File: config.mk
export PLATFORM = sky130hd
export DESIGN_NAME = contador_mod
export DESIGN_NICKNAME = d
export VERILOG_FILES = /design/src/rtl/contador_mod.sv
export SDC_FILE = /design/constraint.sdc
export NUM_CORES = 1
export LEC_CHECK = 0
export ABC_CLOCK_PERIOD_IN_PS = 2490
export CAP_MARGIN = 20
export CORE_AREA = 2 2 39 41
export DETAILED_ROUTE_END_ITERATION = 7
export DIE_AREA = 0 0 41 43
export GPL_TIMING_DRIVEN = 0
export PLACE_DENSITY_LB_ADDON = 0.12
export SYNTH_ARGS = -nofsm -noshare
export SYNTH_HDL_FRONTEND = slang
export SYNTH_SLANG_ARGS = --single-unit
File: constraint.sdc
create_clock -name clock -period 2.49 [get_ports clock]
set_clock_uncertainty 0.05 [all_clocks]
set_input_delay 0.498 -clock clock [delete_from_list [all_inputs] [get_ports clock]]
set_output_delay 0.498 -clock clock [all_outputs]
set_load 0.02 [all_outputs]
File: src/rtl/contador_mod.sv
// Modulo up/down counter with prescaler, load, and saturate-or-wrap boundary handling.
// One-cycle latency: S and tc are registered; at_max and at_zero decode S combinationally.
module contador_mod #(
   parameter int WIDTH    = 3,
   parameter int MODULO   = 5,
   parameter int PRESCALE = 1
) (
   input  logic             clock,
   input  logic             reset,
   input  logic             enable,
   input  logic             up,
   input  logic             saturate,
   input  logic             load,
   input  logic [WIDTH-1:0] load_value,
   output logic [WIDTH-1:0] S,
   output logic             tc,
   output logic             at_max,
   output logic             at_zero
);

   localparam int               PCW   = (PRESCALE > 1) ? $clog2(PRESCALE) : 1;
   localparam logic [WIDTH-1:0] MAXV  = WIDTH'(MODULO - 1);
   localparam logic [PCW-1:0]   PCMAX = PCW'(PRESCALE - 1);

   logic [WIDTH-1:0] r_s;
   logic [WIDTH-1:0] w_s_nxt;
   logic [PCW-1:0]   r_pc;
   logic [PCW-1:0]   w_pc_nxt;
   logic             r_tc;
   logic             w_tc_nxt;
   logic             w_step;

   assign w_step = enable && (r_pc == PCMAX);

   always_comb begin
      w_s_nxt  = r_s;
      w_pc_nxt = r_pc;
      w_tc_nxt = 1'b0;
      if (load) begin
         // Out-of-range loads clamp to the top of the count range.
         w_s_nxt  = (load_value > MAXV) ? MAXV : load_value;
         w_pc_nxt = '0;
      end else if (enable) begin
         if (w_step) begin
            w_pc_nxt = '0;
            if (up) begin
               if (r_s == MAXV) begin
                  if (!saturate) begin
                     w_s_nxt  = '0;
                     w_tc_nxt = 1'b1;
                  end
               end else begin
                  w_s_nxt = r_s + WIDTH'(1);
               end
            end else begin
               if (r_s == '0) begin
                  if (!saturate) begin
                     w_s_nxt  = MAXV;
                     w_tc_nxt = 1'b1;
                  end
               end else begin
                  w_s_nxt = r_s - WIDTH'(1);
               end
            end
         end else begin
            w_pc_nxt = r_pc + PCW'(1);
         end
      end
   end

   always_ff @(posedge clock) begin
      if (reset) begin
         r_s  <= '0;
         r_pc <= '0;
         r_tc <= 1'b0;
      end else begin
         r_s  <= w_s_nxt;
         r_pc <= w_pc_nxt;
         r_tc <= w_tc_nxt;
      end
   end

   assign S       = r_s;
   assign tc      = r_tc;
   assign at_max  = (r_s == MAXV);
   assign at_zero = (r_s == '0);

endmodule

Word level (Yosys, flattened, before mapping):

Cells that the tools add are included.

* flip-flop bits (word level): 5
* input bits: 9
* logic and storage cells: 34

* add/sub/neg operators: 3
* magnitude comparators: 1
* eq/ne operators: 3
* muxes and demuxes: 14
* bitwise logic cells: 3
* reduce and logical (&&, ||, !) cells: 7

Operators with widths (count)
* 3-bit two-way mux: 9
* 4-bit inequality test, second input constant: 2
* 1-bit two-way mux: 5
* 4-bit AND reduction: 1
* 2-bit nonzero test: 2
* 4-bit OR reduction: 1
* 3-bit by 1-bit adder with 3-bit output, second input constant: 1
* 3-bit equality test, second input constant: 1
* 3-bit greater-than comparator, second input constant: 1
* 3-bit zero test: 1
* 1-bit NOT: 3
* 3-bit by 1-bit subtractor with 3-bit output, second input constant: 1
* 2-bit OR reduction: 1
* 1-bit adder, second input constant: 1
* 1-bit logical AND: 1

Longest topological paths before layout:

Gate-level depths: netlist of run 1.

* depth in word-level cells: 6
* gate-level depth with buffers: 6

Worst setup path before layout of run 1:

OpenSTA, ideal clock, no wires.

* kind: reg2reg
* start: register r_s[0] (netlist: S[0])
* end: register r_s[2] (netlist: S[2])
* setup time: 124 ps
* arrival: 1506 ps
* slack: 810 ps
* cell stages (with the launch flop): 6
* path buffers: 0
* period minus slack after synthesis: 1680 ps
* cell sequence: dfxtp_1 > inv_1 > ha_1 > o311a_1 > a211oi_1 > o41ai_1

* cells in the longest elaborated chain, start to end: 6
* elaborated cells between the ends (all ways): 13

RTL lines
* from (decl): RTL line 25 `logic [WIDTH-1:0] r_s;`
* from (signal assigned): RTL line 77 `r_s <= w_s_nxt;`
* 3-bit by 1-bit subtractor with 3-bit output, or another cell as far along: RTL line 62 `w_s_nxt = r_s - WIDTH'(1);`
* 3-bit two-way mux, on equally long branches: RTL line 56, 47
* 3-bit two-way mux: RTL line 46 `if (up) begin`
* 3-bit two-way mux: RTL line 44 `if (w_step) begin`
* 3-bit two-way mux: RTL line 43 `end else if (enable) begin`
* 3-bit two-way mux: RTL line 39 `if (load) begin`

Parallel ways exist; a longest one is shown, timed or not. The select of a mux whose other input is x is not followed.
A chain may end at the register's enable or synchronous reset.

Worst setup path in the final report of run 1:

* start: register r_s[0] (netlist: S[0])
* end: output at_max

* cells in the longest elaborated chain, start to end: 1

RTL lines
* 3-bit equality test: RTL line 85 `assign at_max = (r_s == MAXV);`
* to (decl): RTL line 17 `output logic at_max,`

Every way passes these cells.

==> results of run 1 <==
-- metal layers --
layer  wire length (µm)  up-vias  track usage, %
met4                 10        0            8.00
li1                   -      175               -
met2                356       12            15.9
met1                347      156            15.5
met5                  0        -               0
met3                 58        2            4.71
-- repair_timing --
action / 4_1_cts / 5_1_grt
gates resized for setup: 0 / 1
setup buffers: 0 / 0
setup endpoints to repair: 0 / 1
-- cell usage after synthesis --
master,instances
a211oi_1,3
a211oi_2,1
a21oi_1,1
a21oi_2,1
a221oi_1,1
and2_2,1
and2b_1,1
and2b_2,2
and3b_1,1
dfxtp_1,5
ha_1,3
inv_1,4
nand2b_1,1
nand3b_1,1
nand4_1,1
nor2_1,2
nor2b_1,1
nor4b_1,1
o22ai_1,1
o2bb2ai_2,1
o311a_1,1
o31ai_1,1
o41ai_1,1
xnor2_1,1
-- stage by stage --
stage / area [µm²] / worst slack, ns / cells / power [mW] / hold WS (ns)
final: 539 / 0.206 / 71 / 0.296 / 0.428
after global routing: 539 / 0.0712 / 71 / 0.322 / 0.456
after CTS: 537 / 0.118 / 71 / 0.298 / 0.429
after detailed placement: 510 / 0.368 / 67 / 0.203 / 0.422
after global placement: 510 / 0.409 / 67 / 0.201 / 0.412
after floorplan: 350 / 0.810 / 37 / 0.156 / 0.404
-- power breakdown --
part           switching [mW]  internal [mW]  total, mW  leakage (nW)
sequential            0.00689         0.0862     0.0931        0.0410
combinational          0.0530         0.0569      0.110         0.148
clock                  0.0329         0.0606     0.0934        0.0150
-- layout make-up --
cell class	count	share of cell area, %
Inverter	4	2.78
Sequential cell	5	18.6
Tap cell	16	3.71
Multi-Input combinational cell	28	44.1
Clock buffer	4	4.87
Timing Repair Buffer	14	26.0
-- worst reg2reg max path: stages (launching register included) --
cell      delay, ns
dfxtp_1        0.39
inv_1          0.11
ha_2           0.24
o311a_1        0.35
a211oi_1       0.26
o41ai_1        0.11
-- kinds of logic (layout without fill, tap and decap cells) --
group           Yosys count  after routing
flops                     5              5
compound gates           12             12
simple gates             12             12
fa+ha+maj                 3              3
buf+inv                   4             22
xor+xnor                  1              1
-- final timing paths --
path                 end  slack, ns  from  depth (start not counted)
hold / removal      r_pc       0.43  r_pc                          1
setup reg to reg    S[2]       0.86  S[0]                          5
setup / recovery  at_max       0.21  S[0]                          4
hold reg to reg     r_pc       0.43  r_pc                          1
-- registers in the layout, indices dropped and copies added (netlist names) --
signal	cells
S	3
r_pc	1
tc	1
==> results.py, run 1 <==
metrics = {
    "timing": {
        "max-slew-margin-rel_pct": 76.6,
        "fin_crit_sh_pct": 91.7,
        "hold_viol": 0,
        "timing.fmax_ghz": 0.438,
        "setup_viol": 0,
        "tns_ns": 0,
        "fin_crit_ns": 2.28,
        "rsz0062_at_grt": "false",
        "worst_slew_pin_slew_ns": 0.349,
        "drv_slew": 0,
    },
    "clock_network": {
        "holdBufCountCts": 0,
        "clockBufferDepth": 2,
        "cts_tree": "yes",
        "clock-sinks": 5,
        "clk_pin_slew_worst_paths_ns": 0.05,
        "ctsHtreeMaxLevel": 1,
        "clock-root-buffer": "clkbuf_4",
        "cts_buffers": 3,
        "clock_latency_ns": 0.24,
    },
    "detailed_routing": {
        "drc": 0,
        "routed_wl_um": 772,
        "num_vias": 345,
        "wire_per_inst_um": 10.9,
        "drtIter0Drc": 15,
        "ant_nets": 0,
        "drt-pass1-iter-count": 4,
        "via_per_inst": 4.86,
    },
    "placement": {
        "portBuffers": 14,
        "gp_congestion": 0.682,
        "post-dp-hpwl_um": 600,
    },
    "synth": {
        "synth_compound_area_share_pct": 30.0,
        "synthXorXnorAreaFrac_pct": 2.50,
        "synth_top_family_by_area": "compound AO/OA/AOI/OAI gates",
        "seq_area_frac_synth_pct": 28.6,
        "synthTopCellsByArea": "dfxtp_1, ha_1, a211oi_1, and2b_2, inv_1",
        "syn-num-nets": 49,
        "yosys.area.top_type": "dfxtp_1",
        "synth_top_area_share_pct": 28.6,
        "synth-seq-cells": 5,
        "syn_avg_cell_area_um2": 9.47,
        "syn_inst": 37,
        "yosysWarnings": 0,
        "synthAdderAreaFrac_pct": 10.7,
        "yosys.cell_types.count": 24,
        "syn_area_um2": 350,
        "synthMuxAreaShare_pct": 0,
        "synth-simple-area-share_pct": 23.9,
    },
    "layout": {
        "fin_util_pct": 39.0,
        "nets": 68,
        "fillers": 147,
        "register_area_um2": 100,
        "syn_to_final_growth_pct": 53.9,
        "layout_commonest_cell": "clkdlybuf4s50_1",
        "final_cell_mix": "clkdlybuf4s50_1, dfxtp_1, inv_1, a211oi_1, clkbuf_4",
        "drive_gt1_share_pct": 18.2,
        "diodes": 0,
        "multi_input_area_um2": 238,
    },
    "die": {
        "ios": 15,
        "initial_core_util_pct": 25.3,
        "die_w_um": 41,
        "core_area_um2": 1380,
        "num_rows": 14,
        "die-area_um2": 1760,
        "dieHeight_um": 43,
    },
    "global_routing": {
        "grt_max_degree": 9,
        "antenna_found_initial": 0,
        "overflow": 0,
        "grt_pass1_wl_um": 1390,
        "groute.usage.overall_pct": 12.1,
        "grt_pass1_vias": 318,
    },
    "pwr": {
        "peakVddDrop_v": 0.000241,
        "cellPowerDensity_nw_per_um2": 550,
        "leakage_nw": 0.204,
    },
    "hold_path": {
        "hp-class": "flop to flop",
    },
    "critical_path": {
        "cp-start-kind": "flop",
        "worstSetupPathType": "flop to output pin",
        "end_kind": "output pin",
        "cp_num_buf_inv": 2,
        "cpLargestDelayFamily": "buffers and inverters",
        "slowest_stage": "clkdlybuf4s50_1",
        "crit_fanout": 8,
        "arrival_ns": 1.74,
        "slowest_delay_ns": 0.60,
        "critPathRequiredTime_ns": 1.94,
        "path_cells": "inv_1 > ha_2 > and2_2 > clkdlybuf4s50_1",
    },
    "status": {
        "status": "completed",
    },
    "flow_run": {
        "max-cap-violations": 0,
    },
}
No activity file was read; power rests on OpenSTA's default activity.
==> run 2, diff against run 1 <==
ABC_CLOCK_PERIOD_IN_PS = 1900   (was 2490)
clock period = 1.9 ns   (was 2.49 ns; I/O delays follow)
==> run 2 against run 1 <==
Design area up 0.93%. Sequential power increased by 32%. Non-clock buffer count stayed put. Critical path depth did not move. Largest cell class unchanged. Sequential share of layout area is 0.059 points higher. Die area stayed put. Register-to-register slack got worse by 0.50 ns. Routed wire length increased by 3.0%. Worst hold slack got worse by 0.00059 ns.
==> results.py, run 2 (same netlist as run 1, synthesis figures left out) <==
metrics = {
    "status": {
        "status": "completed",
    },
    "global_routing": {
        "antenna_found_initial": 0,
        "overflow": 0,
        "use_met1_pct": 15.5,
        "use_met2_pct": 15.9,
        "grt_pass1_vias": 317,
        "groute.usage.overall_pct": 12.1,
        "gr-usage-met3_pct": 4.71,
        "grt-busiest-layer": "met2",
        "grt_pass1_wl_um": 1390,
        "grt_max_degree": 9,
    },
    "pwr": {
        "leakage_nw": 0.208,
        "power.total_mw": 0.390,
        "peakVddDrop_v": 0.000312,
        "cellPowerDensity_nw_per_um2": 717,
    },
    "layout": {
        "finalNonFillerCells": 71,
        "largest_reg_flops": 3,
        "layout_commonest_cell": "clkdlybuf4s50_1",
        "fin_util_pct": 39.3,
        "diodes": 0,
        "stdcell_area_um2": 544,
        "final_cell_mix": "clkdlybuf4s50_1, dfxtp_1, inv_1, a211oi_1, clkbuf_4",
        "nets": 68,
        "register_area_um2": 101,
        "syn_to_final_growth_pct": 55.4,
        "drive_gt1_share_pct": 21.8,
        "fillers": 146,
        "multi_input_area_um2": 248,
    },
    "detailed_routing": {
        "num_vias": 354,
        "drc": 0,
        "drt-pass1-iter-count": 4,
        "ant_nets": 0,
        "wire_per_inst_um": 11.2,
        "via_per_inst": 4.99,
        "drtIter0Drc": 10,
        "routed_wl_um": 795,
    },
    "die": {
        "die_w_um": 41,
        "initial_core_util_pct": 25.3,
        "num_rows": 14,
        "ios": 15,
        "dieHeight_um": 43,
        "core_area_um2": 1380,
        "die-area_um2": 1760,
    },
    "placement": {
        "gp_congestion": 0.682,
        "postPlaceCellArea_um2": 510,
        "dp_slack_ns": -0.104,
        "portBuffers": 14,
        "placed_cells": 67,
        "post-dp-hpwl_um": 600,
    },
    "critical_path": {
        "reg2reg_slack_ns": 0.36,
        "cpLargestDelayFamily": "buffers and inverters",
        "end_kind": "output pin",
        "critPathRequiredTime_ns": 1.47,
        "slowest_stage": "dfxtp_2",
        "cp_num_buf_inv": 2,
        "cp-start-kind": "flop",
        "worstSetupPathType": "flop to output pin",
        "r2r_start": "S[0]",
        "arrival_ns": 1.39,
        "rr_worst_depth": 5,
        "slowest_delay_ns": 0.35,
        "crit_fanout": 8,
        "path_cells": "inv_1 > ha_4 > and2b_2 > dlygate4sd2_1",
        "timing.rr.end": "S[2]",
    },
    "timing": {
        "timing.fmax_ghz": 0.550,
        "worst_slew_pin_slew_ns": 0.382,
        "rsz0062_at_grt": "false",
        "max-slew-margin-rel_pct": 74.4,
        "drv_slew": 0,
        "setup_viol": 0,
        "fin_hold_ws_ns": 0.427,
        "hold_viol": 0,
        "fin_crit_ns": 1.82,
        "setup_ws_ns": 0.0813,
        "tns_ns": 0,
        "fin_crit_sh_pct": 95.7,
    },
    "clock_network": {
        "clock_latency_ns": 0.24,
        "clockBufferDepth": 2,
        "cts_tree": "yes",
        "cts_buffers": 3,
        "clock-sinks": 5,
        "clock-root-buffer": "clkbuf_4",
        "clk_pin_slew_worst_paths_ns": 0.05,
        "holdBufCountCts": 0,
        "ctsHtreeMaxLevel": 1,
    },
    "flow_run": {
        "max-cap-violations": 0,
    },
    "hold_path": {
        "min_delay_path_depth": 1,
        "hp-class": "flop to flop",
        "holdPathEnd": "r_pc",
        "hp-start": "r_pc",
    },
}
-- run 2: power breakdown --
group          internal, mW  switching [mW]  total (mW)
logic                0.0739          0.0720       0.146
registers             0.114         0.00893       0.123
clock network        0.0794          0.0426       0.122
total                 0.267           0.124       0.390
-- run 2: routing by layer --
| layer | wire (µm) | share of wire [%] |
|---|---|---|
| met5 | 0 | 0 |
| met4 | 10 | 1.3 |
| met3 | 62 | 7.8 |
| met2 | 377 | 47 |
| met1 | 344 | 43 |
-- run 2: area by class of cell --
| cell class | count | area share [%] |
|---|---|---|
| tap | 16 | 3.68 |
| multi-input combinational | 28 | 45.5 |
| sequential | 5 | 18.6 |
| inverter | 4 | 2.76 |
| clock buffer | 4 | 4.83 |
| timing repair buffer | 14 | 24.6 |
-- run 2: worst max path at each step --
stage / start / to / slack (ns) / cells after the start
floorplan: S[0] / S[2] / 0.22 / 5
global placement: S[0] / at_max / -0.06 / 4
detailed placement: S[0] / at_max / -0.10 / 4
CTS: S[0] / at_max / 0.01 / 4
global route: S[0] / at_zero / 0.007 / 4
finish: S[0] / at_zero / 0.08 / 4
-- run 2: what timing repair did --
item	4_1_cts	5_1_grt
gates cloned	0	0
resized for setup	4	3
setup endpoints to repair	2	2
buffers inserted	0	0
==> run 3, diff against run 2 <==
TNS_END_PERCENT = 1   (was not set)
==> results of run 3 <==
Final layout, timing and power as in run 2 (identical DEF).
